`src/rtl/ysyx_22040759_id_stage.sv`:
```
// Decode stage: holds one fetched RV64I instruction, decodes fields/immediates/enables for execute.
// Latency: 1 cycle from fetch accept to ds_to_es_valid; back-pressure via ds_allowin (es_allowin, stall).
// Optional DS_PERF_CNT_EN adds 64-bit stall/flush event counters.
module ysyx_22040759_id_stage #(
    parameter  int XLEN     = 64,
    localparam int DS_BUS_W = 55 + 2 * XLEN
) (
    input  logic                clk,
    input  logic                rst_n,
    input  logic                fs_to_ds_valid,
    input  logic [95:0]         fs_to_ds_bus,
    output logic                ds_allowin,
    input  logic                es_allowin,
    input  logic                stall,
    input  logic                flush,
    output logic                ds_to_es_valid,
    output logic [DS_BUS_W-1:0] ds_to_es_bus,
    output logic [4:0]          ds_rs1,
    output logic [4:0]          ds_rs2
`ifdef DS_PERF_CNT_EN
    ,
    output logic [63:0]         ds_stall_cnt,
    output logic [63:0]         ds_flush_cnt
`endif
);

    typedef enum logic [3:0] {
        OC_LUI     = 4'd0,
        OC_AUIPC   = 4'd1,
        OC_JAL     = 4'd2,
        OC_JALR    = 4'd3,
        OC_BRANCH  = 4'd4,
        OC_LOAD    = 4'd5,
        OC_STORE   = 4'd6,
        OC_OP_IMM  = 4'd7,
        OC_OP      = 4'd8,
        OC_OP_IMM32= 4'd9,
        OC_OP32    = 4'd10,
        OC_SYSTEM  = 4'd11,
        OC_ILLEGAL = 4'd15
    } op_class_e;

    typedef enum logic [2:0] {
        IMM_NONE, IMM_I, IMM_S, IMM_B, IMM_U, IMM_J
    } imm_sel_e;

    typedef struct packed {
        logic            illegal;
        logic            rs2_ren;
        logic            rs1_ren;
        logic            rf_we;
        logic [3:0]      op_class;
        logic [4:0]      rd;
        logic [4:0]      rs2;
        logic [4:0]      rs1;
        logic [XLEN-1:0] imm;
        logic [31:0]     inst;
        logic [XLEN-1:0] pc;
    } ds_es_bus_t;

    logic            r_ds_valid;
    logic [XLEN-1:0] r_ds_pc;
    logic [31:0]     r_ds_inst;

    logic            w_ready_go;
    op_class_e       w_cls;
    imm_sel_e        w_imm_sel;
    logic [XLEN-1:0] w_imm;
    logic            w_rs1_ren;
    logic            w_rs2_ren;
    logic            w_rf_we;
    ds_es_bus_t      w_bus;

    assign w_ready_go     = !stall;
    assign ds_allowin     = !r_ds_valid || (w_ready_go && es_allowin);
    assign ds_to_es_valid = r_ds_valid && w_ready_go && !flush;

    // Flush wins over accept so the instruction behind a redirect never enters decode.
    always_ff @(posedge clk or negedge rst_n) begin
        if (!rst_n) begin
            r_ds_valid <= 1'b0;
            r_ds_pc    <= '0;
            r_ds_inst  <= '0;
        end else if (flush) begin
            r_ds_valid <= 1'b0;
        end else if (ds_allowin) begin
            r_ds_valid <= fs_to_ds_valid;
            if (fs_to_ds_valid) begin
                r_ds_pc   <= fs_to_ds_bus[63:0];
                r_ds_inst <= fs_to_ds_bus[95:64];
            end
        end
    end

    always_comb begin
        w_cls     = OC_ILLEGAL;
        w_imm_sel = IMM_NONE;
        if (r_ds_inst[1:0] == 2'b11) begin
            case (r_ds_inst[6:2])
                5'b01101: begin w_cls = OC_LUI;      w_imm_sel = IMM_U; end
                5'b00101: begin w_cls = OC_AUIPC;    w_imm_sel = IMM_U; end
                5'b11011: begin w_cls = OC_JAL;      w_imm_sel = IMM_J; end
                5'b11001: begin w_cls = OC_JALR;     w_imm_sel = IMM_I; end
                5'b11000: begin w_cls = OC_BRANCH;   w_imm_sel = IMM_B; end
                5'b00000: begin w_cls = OC_LOAD;     w_imm_sel = IMM_I; end
                5'b01000: begin w_cls = OC_STORE;    w_imm_sel = IMM_S; end
                5'b00100: begin w_cls = OC_OP_IMM;   w_imm_sel = IMM_I; end
                5'b01100: begin w_cls = OC_OP;       w_imm_sel = IMM_NONE; end
                5'b00110: begin w_cls = OC_OP_IMM32; w_imm_sel = IMM_I; end
                5'b01110: begin w_cls = OC_OP32;     w_imm_sel = IMM_NONE; end
                5'b11100: begin w_cls = OC_SYSTEM;   w_imm_sel = IMM_I; end
                default:  begin w_cls = OC_ILLEGAL;  w_imm_sel = IMM_NONE; end
            endcase
        end
    end

    always_comb begin
        w_imm = '0;
        case (w_imm_sel)
            IMM_I: w_imm = {{(XLEN-12){r_ds_inst[31]}}, r_ds_inst[31:20]};
            IMM_S: w_imm = {{(XLEN-12){r_ds_inst[31]}}, r_ds_inst[31:25], r_ds_inst[11:7]};
            IMM_B: w_imm = {{(XLEN-13){r_ds_inst[31]}}, r_ds_inst[31], r_ds_inst[7],
                            r_ds_inst[30:25], r_ds_inst[11:8], 1'b0};
            IMM_U: w_imm = {{(XLEN-32){r_ds_inst[31]}}, r_ds_inst[31:12], 12'b0};
            IMM_J: w_imm = {{(XLEN-21){r_ds_inst[31]}}, r_ds_inst[31], r_ds_inst[19:12],
                            r_ds_inst[20], r_ds_inst[30:21], 1'b0};
            default: w_imm = '0;
        endcase
    end

    assign w_rs1_ren = w_cls inside {OC_JALR, OC_BRANCH, OC_LOAD, OC_STORE,
                                     OC_OP_IMM, OC_OP, OC_OP_IMM32, OC_OP32};
    assign w_rs2_ren = w_cls inside {OC_BRANCH, OC_STORE, OC_OP, OC_OP32};
    assign w_rf_we   = (w_cls inside {OC_LUI, OC_AUIPC, OC_JAL, OC_JALR, OC_LOAD,
                                      OC_OP_IMM, OC_OP, OC_OP_IMM32, OC_OP32})
                       && (r_ds_inst[11:7] != 5'd0);

    always_comb begin
        w_bus          = '0;
        w_bus.illegal  = (w_cls == OC_ILLEGAL);
        w_bus.rs2_ren  = w_rs2_ren;
        w_bus.rs1_ren  = w_rs1_ren;
        w_bus.rf_we    = w_rf_we;
        w_bus.op_class = w_cls;
        w_bus.rd       = r_ds_inst[11:7];
        w_bus.rs2      = r_ds_inst[24:20];
        w_bus.rs1      = r_ds_inst[19:15];
        w_bus.imm      = w_imm;
        w_bus.inst     = r_ds_inst;
        w_bus.pc       = r_ds_pc;
    end

    assign ds_to_es_bus = w_bus;
    assign ds_rs1       = w_rs1_ren ? r_ds_inst[19:15] : 5'd0;
    assign ds_rs2       = w_rs2_ren ? r_ds_inst[24:20] : 5'd0;

`ifdef DS_PERF_CNT_EN
    logic [63:0] r_stall_cnt;
    logic [63:0] r_flush_cnt;

    always_ff @(posedge clk or negedge rst_n) begin
        if (!rst_n) begin
            r_stall_cnt <= '0;
            r_flush_cnt <= '0;
        end else begin
            if (r_ds_valid && stall) r_stall_cnt <= r_stall_cnt + 64'd1;
            if (r_ds_valid && flush) r_flush_cnt <= r_flush_cnt + 64'd1;
        end
    end

    assign ds_stall_cnt = r_stall_cnt;
    assign ds_flush_cnt = r_flush_cnt;
`endif

endmodule

```
`config.mk`:
```
export PLATFORM = sky130hd
export DESIGN_NAME = ysyx_22040759_id_stage
export DESIGN_NICKNAME = d
export VERILOG_FILES = /design/src/rtl/ysyx_22040759_id_stage.sv
export SDC_FILE = /design/constraint.sdc
export NUM_CORES = 1
export LEC_CHECK = 0
export ABC_AREA = 1
export CAP_MARGIN = 20
export CORE_UTILIZATION = 34
export CTS_CLUSTER_DIAMETER = 40
export CTS_CLUSTER_SIZE = 10
export DETAILED_ROUTE_END_ITERATION = 12
export PLACE_DENSITY_LB_ADDON = 0.08
export RECOVER_POWER = 100
export SYNTH_ARGS = -nofsm -noshare
export SYNTH_HDL_FRONTEND = slang
export SYNTH_SLANG_ARGS = --single-unit
```
`constraint.sdc`:
```
create_clock -name clk -period 3.1 [get_ports clk]
set_input_delay 0.31 -clock clk [delete_from_list [all_inputs] [get_ports clk]]
set_output_delay 0.31 -clock clk [all_outputs]
set_load 0.01 [all_outputs]
```
==> metrics.txt <==
status finished, violations left; failing checks capacitance limit, slew limit; IO Pins ~300; critical path type flop to output port; core box area between 10000 and 15000 um^2; Peak VDD IR roughly 310 uV; gp weighted congestion 0.900; sw frac a little under a third; die area ~15000 um^2; via/cell ratio between 4 and 5; Total GRT Usage between 20% and 30%; dpl cells 917; Syn Nets between 600 and 700; Hold Crit Class primary input to asynchronous set/reset pin; part of the power in registers between 30% and 40%; final hold violation count 0; final wirelength 15.9 mm; Worst EP arrival 2.64 ns; Clk Latency, worst-skew pair 0.35 ns; first-pass GRT wire length 23.2 mm; min Tclk post-route between 2 and 3 ns; Yosys top cell area share 49.1%; top cells by area, synth dfrtp_1 (49%), mux2_2 (16%), buf_4 (8.1%); #FFs+latches synth slightly below 100; Clk pwr share around 28%; Rel. slew slack -11.1%; Synth Instances approximately 500; Worst setup SP type flop; DR iter-0 viols ~120; setup_tns 0 ns; largest net degree at the start of global routing 61; period utilization 95.0%; I/O Buffers 296; Net Sw Power 0.00136 W; Final setup viols 0; cell taking the most area after synthesis dfrtp_1; maximum clock insertion buffer count 2; drt wl/cell about 17 um; RSZ-0062 raised after global routing true; skew final just under 0.01 ns; Leak Pwr approximately 4.6 nW; pre-CTS setup slack roughly 0.091 ns; cell row count 43; crit-path max FO 19; max_cap viols 2; Die H approximately 120 um; CTS tree built; Initial Util between 30% and 40%; sequential cell area ~2400 um^2; setup ws final between 0.15 and 0.2 ns; post-route ant nets 0; max-slew violations a little over 100; CP endpoint kind output port; Total Nets Final ~860; Cell Area, Synth roughly 4900 um^2; CP required 2.79 ns; Worst Hold Slack 0.332 ns; vias in the first global route roughly 4.5k; Area growth syn-to-layout 66.9%; Logic pwr share 35.0%; clock root cell clkbuf_16; multi-input logic area around 1900 um^2; fill count approximately 1.2k; post-DP HPWL 12.1 mm; DRC Markers 0; CTS HTree Levels 3; f_max approximately 340 MHz; clock sinks 97; layout cells sized above 1 around 16%; grt total ovfl 0; ant diodes 0; initial antenna violation count 0; CTS buffer count 9; fin cells 937; actual transition at the worst max-transition pin 1.66 ns; Seq/Total Area, Yosys ~50%; Final Total Pwr between 0.004 and 0.005 W; hold buffer count at cts 0; clk slew on worst S/H paths ~0.070 ns; routed vias around 4.5k; synth unique cells 29; die width 123 um; R2R cell count 4; DR pass1 iterations 5; Int Pwr 0.00311 W; Syn Area/Cell 9.80 um^2; PD cells 542 nW/um^2; Ys Warns 0
[registers in the layout (all words and copies together), names as in the netlist]
name,count
r_ds_inst,32
r_ds_pc,64
r_ds_valid,1
[cells in the mapped netlist (all sizes together)]
cell,instances
mux2,72
dfrtp,97
ha,4
nor3,5
nand2,74
nor4,1
buf,70
nand4,13
inv,52
a21oi,28
o22ai,3
nor2,52
o21ai,14
clkbuf,2
nand3,16
nor3b,1
[power groups by stage]
| stage | registers (W) | logic (W) | clock network (W) |
|---|---|---|---|
| 3_3_place_gp | 0.00167 | 0.00165 | 0 |
| 5_1_grt | 0.00169 | 0.00169 | 0.00134 |
| 4_1_cts | 0.00167 | 0.00167 | 0.00129 |
| 6_report | 0.00165 | 0.00156 | 0.00125 |
| 3_5_place_dp | 0.00169 | 0.00166 | 0 |
| 2_1_floorplan | 0.00175 | 0.000656 | 0 |
[kinds of logic after synthesis]
family	count (synthesis)	synth area share, %
AOI/OAI and AO/OA	45	4.94
adders and majority gates	4	1.01
buffers and inverters	124	14.2
DFF	97	49.1
muxes	72	16.4
and+or+nand+nor	162	14.3
[cells in the final DEF, fill, tap and decap left out, types with 2 or more instances in the layout]
master           instances
inv_2                    5
nor2_2                   3
o21ai_4                  3
dlymetal6s2s_1          55
nor3_2                   2
o21ai_1                  4
nand3_1                 15
o21ai_0                  8
clkdlybuf4s50_1        145
clkbuf_1                 3
nand4_1                 13
inv_6                    2
buf_4                    7
clkbuf_16                9
bufinv_16                2
a21oi_1                 28
o22ai_1                  3
mux2_2                  72
nor3_1                   3
dlygate4sd2_1            2
inv_1                   46
dlygate4sd3_1           93
nand2_4                  3
nand2_1                 67
clkbuf_8                 2
ha_1                     3
nand2_2                  4
nor2_1                  48
dfrtp_1                 97
[timing repair]
action                     CTS  global route
setup endpoints to repair   37            69
gates resized for setup      6            68
buffers inserted             0             3
cloned                       0             1
pin swaps                    0             1
[critical path, stage by stage (launching register included)]
cell and delay, ns:
dfrtp_1 0.43, ha_1 0.27, nand3_2 0.12, nand2_1 0.06, nand2_1 0.18, nand4_1 0.22, nand2_2 0.13, nand2_4 0.09
buf_8 0.17, nand2_1 0.06, clkdlybuf4s50_1 0.55
[final cells by class]
class / instances / share of cell area [%]
timing repair buffer: 308 / 38.7
clock buffer: 11 / 3.07
tap: 180 / 2.73
inverter: 52 / 2.40
multi-input combinational: 284 / 22.6
clock inverter: 5 / 1.00
sequential: 97 / 29.4
[worst paths after layout]
kind | slack (ns) | endpoint | start
min in group clk | 0.50 | r_ds_pc[27] | r_ds_pc[27]
max in group asynchronous | 1.08 | r_ds_pc[6] | rst_n
hold / removal | 0.33 | r_ds_inst[15] | rst_n
setup / recovery | 0.15 | ds_to_es_bus[110] | r_ds_inst[2]
hold reg to reg | 0.50 | r_ds_pc[27] | r_ds_pc[27]
setup reg to reg | 0.41 | r_ds_pc[51] | r_ds_valid
[metal layers]
metal	global-route usage, %	part of all wire, %
met5	0	0
met3	7.76	9.4
met2	37.0	52
met4	7.93	1.8
met1	21.9	36
[stage by stage]
stage	area, um^2	utilization, %
finish	8240	58.7
global route	8240	58.7
CTS	8060	57.4
detailed placement	7710	54.9
global placement	7710	54.9
floorplan	4940	-
Power figures use the tool's default switching activity.
